**src/rtl/mb_psg_bus_decoder_if.sv**
```systemverilog
// Bus bundle between the VIA port pair, the PSG bus decoder and the PSG write consumer.
// The master side is the VIA/consumer environment; the slave side is the decoder.
interface mb_psg_bus_decoder_if;
    logic [7:0] port_a_o;
    logic [7:0] port_a_t;
    logic [7:0] port_b_o;
    logic [7:0] port_b_t;
    logic [7:0] data_out;
    logic       data_oe;
    logic       wr_valid;
    logic [3:0] wr_addr;
    logic [7:0] wr_data;
    logic       wr_ready;
    logic       psg_reset;
    logic       overflow;

    modport master (
        output port_a_o, port_a_t, port_b_o, port_b_t, wr_ready,
        input  data_out, data_oe, wr_valid, wr_addr, wr_data, psg_reset, overflow
    );

    modport slave (
        input  port_a_o, port_a_t, port_b_o, port_b_t, wr_ready,
        output data_out, data_oe, wr_valid, wr_addr, wr_data, psg_reset, overflow
    );
endinterface

```
**src/rtl/mb_psg_bus_decoder.sv**
```systemverilog
// AY-3-8910 bus decoder for one Mockingboard VIA port pair: debounced bus codes,
// masked 16-register shadow file, read-back onto port A and a 4-deep write FIFO.
module mb_psg_bus_decoder #(
    parameter logic [3:0]  CHIP_SEL      = 4'h0,
    parameter int unsigned STABLE_CYCLES = 2
) (
    input  logic                 clock,
    input  logic                 reset_n,
    mb_psg_bus_decoder_if.slave  bus
);
    typedef enum logic [1:0] {
        BUS_INACTIVE = 2'b00,
        BUS_READ     = 2'b01,
        BUS_WRITE    = 2'b10,
        BUS_LATCH    = 2'b11
    } bus_code_t;

    localparam logic [2:0] ACCEPT_COUNT = 3'(STABLE_CYCLES - 1);
    localparam logic [2:0] COUNT_MAX    = 3'd7;

    logic [7:0]  a_eff;
    logic [2:0]  b_eff;
    logic        psg_rst_n;
    bus_code_t   code_in;
    bus_code_t   code_q;
    bus_code_t   acc_code;
    logic        rst_q;
    logic [2:0]  stable_cnt;
    logic [2:0]  stable_cnt_next;
    logic        accept;
    logic        do_latch;
    logic        do_write;
    logic [3:0]  addr;
    logic        sel;
    logic [7:0]  regs [16];
    logic [7:0]  wdata_masked;
    logic [11:0] fifo_mem [4];
    logic [1:0]  rd_ptr;
    logic [1:0]  wr_ptr;
    logic [2:0]  fifo_count;
    logic        fifo_full;
    logic        pop;
    logic        push;
    logic        drop;
    logic        overflow_q;
    logic        read_active;
    logic        unused_port_b;

    function automatic logic [7:0] reg_mask(input logic [3:0] idx);
        case (idx)
            4'd1, 4'd3, 4'd5, 4'd13: reg_mask = 8'h0F;
            4'd6, 4'd8, 4'd9, 4'd10: reg_mask = 8'h1F;
            default:                 reg_mask = 8'hFF;
        endcase
    endfunction

    // Undriven VIA pins read as 1 through the pull-ups.
    assign a_eff         = bus.port_a_o | ~bus.port_a_t;
    assign b_eff         = bus.port_b_o[2:0] | ~bus.port_b_t[2:0];
    assign psg_rst_n     = b_eff[2];
    assign code_in       = bus_code_t'(b_eff[1:0]);
    assign unused_port_b = ^{bus.port_b_o[7:3], bus.port_b_t[7:3]};

    always_comb begin
        stable_cnt_next = 3'd0;
        if (code_in == code_q) begin
            stable_cnt_next = (stable_cnt == COUNT_MAX) ? COUNT_MAX : stable_cnt + 3'd1;
        end
    end

    // Saturation keeps a held code from ever hitting the accept count a second time.
    assign accept       = (stable_cnt_next == ACCEPT_COUNT);
    assign do_latch     = accept && (code_in == BUS_LATCH);
    assign do_write     = accept && (code_in == BUS_WRITE) && sel;
    assign wdata_masked = a_eff & reg_mask(addr);

    assign fifo_full = (fifo_count == 3'd4);
    assign pop       = (fifo_count != 3'd0) && bus.wr_ready;
    assign push      = do_write && (!fifo_full || pop);
    assign drop      = do_write && fifo_full && !pop;

    always_ff @(posedge clock or negedge reset_n) begin
        if (!reset_n) begin
            code_q     <= BUS_INACTIVE;
            rst_q      <= 1'b0;
            stable_cnt <= 3'd0;
            acc_code   <= BUS_INACTIVE;
            addr       <= 4'd0;
            sel        <= 1'b0;
        end else begin
            code_q <= code_in;
            rst_q  <= psg_rst_n;
            if (!psg_rst_n) begin
                stable_cnt <= 3'd0;
                acc_code   <= BUS_INACTIVE;
                addr       <= 4'd0;
                sel        <= 1'b0;
            end else begin
                stable_cnt <= stable_cnt_next;
                if (code_in != code_q) begin
                    acc_code <= BUS_INACTIVE;
                end
                if (accept) begin
                    acc_code <= code_in;
                end
                if (do_latch) begin
                    if (a_eff[7:4] == CHIP_SEL) begin
                        addr <= a_eff[3:0];
                        sel  <= 1'b1;
                    end else begin
                        sel  <= 1'b0;
                    end
                end
            end
        end
    end

    always_ff @(posedge clock or negedge reset_n) begin
        if (!reset_n) begin
            for (int i = 0; i < 16; i++) begin
                regs[i] <= 8'h00;
            end
        end else if (!psg_rst_n) begin
            for (int i = 0; i < 16; i++) begin
                regs[i] <= 8'h00;
            end
        end else if (do_write) begin
            regs[addr] <= wdata_masked;
        end
    end

    // The register file still takes a write whose FIFO push is dropped.
    always_ff @(posedge clock or negedge reset_n) begin
        if (!reset_n) begin
            rd_ptr     <= 2'd0;
            wr_ptr     <= 2'd0;
            fifo_count <= 3'd0;
            for (int i = 0; i < 4; i++) begin
                fifo_mem[i] <= 12'h000;
            end
        end else if (!psg_rst_n) begin
            rd_ptr     <= 2'd0;
            wr_ptr     <= 2'd0;
            fifo_count <= 3'd0;
        end else begin
            if (push) begin
                fifo_mem[wr_ptr] <= {addr, wdata_masked};
                wr_ptr           <= wr_ptr + 2'd1;
            end
            if (pop) begin
                rd_ptr <= rd_ptr + 2'd1;
            end
            case ({push, pop})
                2'b10:   fifo_count <= fifo_count + 3'd1;
                2'b01:   fifo_count <= fifo_count - 3'd1;
                default: fifo_count <= fifo_count;
            endcase
        end
    end

    always_ff @(posedge clock or negedge reset_n) begin
        if (!reset_n) begin
            overflow_q <= 1'b0;
        end else if (psg_rst_n && drop) begin
            overflow_q <= 1'b1;
        end
    end

    assign read_active   = (acc_code == BUS_READ) && sel;
    assign bus.data_oe   = read_active;
    assign bus.data_out  = read_active ? regs[addr] : 8'h00;
    assign bus.wr_valid  = (fifo_count != 3'd0);
    assign bus.wr_addr   = fifo_mem[rd_ptr][11:8];
    assign bus.wr_data   = fifo_mem[rd_ptr][7:0];
    assign bus.psg_reset = ~rst_q;
    assign bus.overflow  = overflow_q;
endmodule

```
**src/flat_wrapper.sv**
```systemverilog
// flat-port wrapper written by rule: the top's interface ports become plain ports
module mb_psg_bus_decoder_flat 
#(
    parameter logic [3:0]  CHIP_SEL      = 4'h0,
    parameter int unsigned STABLE_CYCLES = 2
)
  (clock, reset_n, bus_port_a_o, bus_port_a_t, bus_port_b_o, bus_port_b_t, bus_wr_ready, bus_data_out, bus_data_oe, bus_wr_valid, bus_wr_addr, bus_wr_data, bus_psg_reset, bus_overflow);
  mb_psg_bus_decoder_if bus_i ();
  input  logic clock;
  input  logic reset_n;
  input wire logic [$bits(bus_i.port_a_o)-1:0] bus_port_a_o;
  input wire logic [$bits(bus_i.port_a_t)-1:0] bus_port_a_t;
  input wire logic [$bits(bus_i.port_b_o)-1:0] bus_port_b_o;
  input wire logic [$bits(bus_i.port_b_t)-1:0] bus_port_b_t;
  input wire logic [$bits(bus_i.wr_ready)-1:0] bus_wr_ready;
  output wire logic [$bits(bus_i.data_out)-1:0] bus_data_out;
  output wire logic [$bits(bus_i.data_oe)-1:0] bus_data_oe;
  output wire logic [$bits(bus_i.wr_valid)-1:0] bus_wr_valid;
  output wire logic [$bits(bus_i.wr_addr)-1:0] bus_wr_addr;
  output wire logic [$bits(bus_i.wr_data)-1:0] bus_wr_data;
  output wire logic [$bits(bus_i.psg_reset)-1:0] bus_psg_reset;
  output wire logic [$bits(bus_i.overflow)-1:0] bus_overflow;
  assign bus_i.port_a_o = bus_port_a_o;
  assign bus_i.port_a_t = bus_port_a_t;
  assign bus_i.port_b_o = bus_port_b_o;
  assign bus_i.port_b_t = bus_port_b_t;
  assign bus_i.wr_ready = bus_wr_ready;
  assign bus_data_out = bus_i.data_out;
  assign bus_data_oe = bus_i.data_oe;
  assign bus_wr_valid = bus_i.wr_valid;
  assign bus_wr_addr = bus_i.wr_addr;
  assign bus_wr_data = bus_i.wr_data;
  assign bus_psg_reset = bus_i.psg_reset;
  assign bus_overflow = bus_i.overflow;
  mb_psg_bus_decoder #(.CHIP_SEL(CHIP_SEL), .STABLE_CYCLES(STABLE_CYCLES)) u_core (.clock(clock), .reset_n(reset_n), .bus(bus_i));
endmodule
```
**config.mk**
```make
export PLATFORM = sky130hd
export DESIGN_NAME = mb_psg_bus_decoder_flat
export DESIGN_NICKNAME = d
export VERILOG_FILES = /design/src/rtl/mb_psg_bus_decoder_if.sv /design/src/rtl/mb_psg_bus_decoder.sv /design/src/flat_wrapper.sv
export SDC_FILE = /design/constraint.sdc
export NUM_CORES = 1
export LEC_CHECK = 0
export ABC_CLOCK_PERIOD_IN_PS = 3200
export BUFFER_PORTS_ARGS = -buffer_cell sky130_fd_sc_hd__buf_2
export CELL_PAD_IN_SITES_DETAIL_PLACEMENT = 1
export CELL_PAD_IN_SITES_GLOBAL_PLACEMENT = 1
export CORE_MARGIN = 3
export CORE_UTILIZATION = 26
export DETAILED_ROUTE_END_ITERATION = 10
export GPL_ROUTABILITY_DRIVEN = 0
export PLACE_DENSITY_LB_ADDON = 0.25
export SYNTH_ARGS = -nofsm -noshare
export SYNTH_HDL_FRONTEND = slang
export SYNTH_SLANG_ARGS = --single-unit
```
**constraint.sdc**
```tcl
create_clock -name clock -period 3.2 [get_ports clock]
set_input_delay 0.8 -clock clock [delete_from_list [all_inputs] [get_ports clock]]
set_output_delay 0.8 -clock clock [all_outputs]
set_load 0.005 [all_outputs]
```
==> impl_metrics.csv <==
group,metric,value,unit
synth,synth-seq-cells,197,
layout,layout_commonest_cell,"dfrtp_1",
route,drc_errors,0,
layout,antenna_cells,0,
sta,skew,19.95,ps
global_routing,grt_pass1_vias,7808,
sta,max_slew.worst_pin.slew,740.1,ps
synth,synth-seq-area-share,50.01,%
synth,synth_top_cells_by_area,"dfrtp_1 (50%), mux4_2 (10%), o21ai_0 (6.0%)",
synth,synth-edff-count,0,
route,wirelength,30110,um
die,initial_core_util,26.67,%
worst_setup_path,cp-start-kind,"flop",
global_routing,grt_max_degree,64,
clock_tree,clock_path_buffers,2,
power,power.leakage,0.004910,uW
synth,yosys_warnings,0,
worst_setup_path,arrival,2270,ps
layout,fillerInstances,4149,
worst_setup_path,end_kind,"primary output",
clock_tree,numCtsBuffers,17,
clock_tree,cts_tree,"yes",
placed_design,io_buffers,48,
sta,rsz0062_at_grt,"no",
die,num_rows,70,
min_path,hold_class,"input pin to asynchronous set/reset pin",
clock_tree,cts.sinks,197,
layout,fin_nets,951,
layout,area_growth,14.99,%
layout,seq_area,4937,um2
synth,async_flop_share,100.0,%
sta,period_needed,3066,ps
status,status,"completed",
route,drtPass1Iterations,5,
route,viasPerCell,5.108,
worst_setup_path,cp_max_fo,16,
layout,multi_input_area,4543,um2
layout,layout-drive-gt1-share,22.25,%
worst_setup_path,cpLargestDelayFamily,"multiplexers",
global_routing,antenna_found_initial,0,
global_routing,grt_use_total,15.21,%
synth,postSynthAreaPerCell,11.31,um2
global_routing,grt_pass1_wl,48420,um
synth,ys.flop_type,"dfrtp_1",
route,drt_first_iter_violations,458,
clock_tree,h-tree-depth,4,
clock_tree,insertion_delay,450,ps
synth,yosysUniqueCellTypes,51,
die,top_level_ports,59,
synth,synth.largest_area_cell,"dfrtp_1",
layout,layout_common_cells,"dfrtp_1 (195), o21ai_0 (119), nand2_1 (71)",
placed_design,hpwl,20290,um
placed_design,placed_area,10740,um2
sta,maxSlewHeadroom,50.66,%
worst_setup_path,criticalPathCategory,"flop to primary output",
synth,synth_fp_nets,919,
layout,stdcell_area,11340,um2
power,ir_drop,305.4,uV
synth,synth_top_cell_area_share,50.01,%
clock_tree,clockRootBuffer,"clkbuf_16",
sta,fin_setup_tns,0,ps
power,p_per_area,447.8,nW/um2
route,ant_nets,0,
clock_tree,clkSlewWorstSetupHoldPaths,80,ps
route,wire_per_inst,21.19,um
sta,setup_viol,0,
sta,hold_viol,0,
sta,fmax,326.1,MHz
die,die_area,40290,um2
synth,syn_area,9858,um2
clock_tree,hold_buffers,0,
global_routing,overflow,0,
worst_setup_path,slowest_stage,"mux4_2",
die,fp.dieH,200.7,um
worst_setup_path,critPathMaxStageDelay,510,ps
sta,period_share,95.82,%
route,dr_total_vias,7259,
worst_setup_path,path_buf_inv,2,
worst_setup_path,required,2400,ps
worst_setup_path,cp_cell_sequence,"buf_12 -> mux4_2 -> a22oi_1 -> nand3_1 -> buf_2",
sta,finalMaxSlewViolations,0,
die,die_x,200.7,um
synth,postSynthCellCount,872,
die,core-area,36960,um2
run,cap_viol_max_count,0,
-- per-layer routing --
metal	part of all wire (%)	wire, um	GRT usage (%)	vias up
met3	2.4	735	2.384	10
li1	-	-	-	3344
met5	0	0	0	-
met2	48	14330	24.71	98
met4	0.67	202	3.011	0
met1	49	14840	21.66	3807
-- where the power goes --
| group | total [uW] | switching (uW) | internal (uW) |
|---|---|---|---|
| logic | 373 | 252 | 122 |
| registers | 2520 | 19.0 | 2510 |
| clock network | 2180 | 1080 | 1100 |
-- repair_timing --
action | in CTS | in global routing
buffers inserted | 2 | 0
endpoints found under the setup margin | 8 | 2
gates resized for setup | 3 | 1
-- path summary, 6_finish.rpt --
path                                       from              endpoint  slack (ps)  cells past startpoint
setup reg to reg           u_core.stable_cnt[0]  u_core.fifo_count[2]         310                      9
setup / recovery                 u_core.addr[1]       bus_data_out[4]         130                      5
min in group clock          u_core.bus.overflow   u_core.bus.overflow         480                      1
hold / removal                          reset_n       u_core.regs[23]         290                      1
max in group asynchronous               reset_n   u_core.fifo_mem[14]        2150                      2
hold reg to reg             u_core.bus.overflow   u_core.bus.overflow         480                      1
-- Yosys cell counts, drive strengths merged (2+ instances only) --
cell / count
nand3: 35
ha: 11
dfrtp: 197
inv: 7
a311oi: 32
a22oi: 8
xor2: 3
mux2i: 35
or3: 3
and2: 11
o21a: 2
o211ai: 46
and3: 10
o31ai: 7
nand2b: 11
clkbuf: 42
buf: 38
o21ai: 122
nor2: 14
nand4: 9
mux4: 44
nand2: 71
xnor2: 4
a21oi: 61
mux2: 16
a211oi: 8
or2: 4
nor2b: 7
-- layout make-up --
cell class	instances	share of cell area [%]
multi-input combinational	588	40.08
tap	504	5.563
timing repair buffer	93	5.541
clock inverter	14	1.247
inverter	7	0.2318
clock buffer	18	3.786
sequential	197	43.55
-- cell families (layout without fill, tap and decap cells) --
logic type	count (synthesis)	in the layout	share of synthesized area, %
xor gates and xnor gates	7	7	0.6219
muxes	95	95	15.74
and+or+nand+nor	184	184	10.00
AOI/OAI and AO/OA	290	290	17.92
DFF	197	197	50.01
adders and majority gates	12	12	1.599
buffers and inverters	87	132	4.112
-- sequential cells by signal, indices dropped and copies added, names as in the netlist --
| signal | flops |
|---|---|
| u_core.rd_ptr | 2 |
| u_core.sel | 1 |
| u_core.bus.overflow | 1 |
| u_core.acc_code | 2 |
| u_core.fifo_count | 3 |
| u_core.rst_q | 1 |
| u_core.stable_cnt | 3 |
| u_core.wr_ptr | 2 |
| u_core.addr | 4 |
| u_core.regs | 128 |
| u_core.fifo_mem | 48 |
| u_core.code_q | 2 |
-- worst reg2reg max path, delay by kind of cell (launching register included) --
kind	cells	cell delay, ps
AND/OR/NAND/NOR	4	1050
flip-flops	1	430
adder cells (fa/ha/maj)	3	1060
AO/OA/AOI/OAI	1	140
XOR/XNOR	1	140
-- stage by stage --
| stage | cells | util (%) | setup slack, ps | total power, uW | hold WS, ps |
|---|---|---|---|---|---|
| CTS | 1421 | 30.66 | 84.62 | 5150 | 275.9 |
| global placement | 1387 | 29.06 | 112.5 | 2953 | 459.5 |
| floorplan | 872 | - | 301.0 | 2777 | 466.1 |
| global route | 1421 | 30.67 | 13.89 | 5299 | 296.1 |
| finish | 1421 | 30.67 | 133.7 | 5076 | 285.8 |
| detailed placement | 1387 | 29.06 | 106.5 | 2956 | 469.2 |
Power figures use the tool's default switching activity.
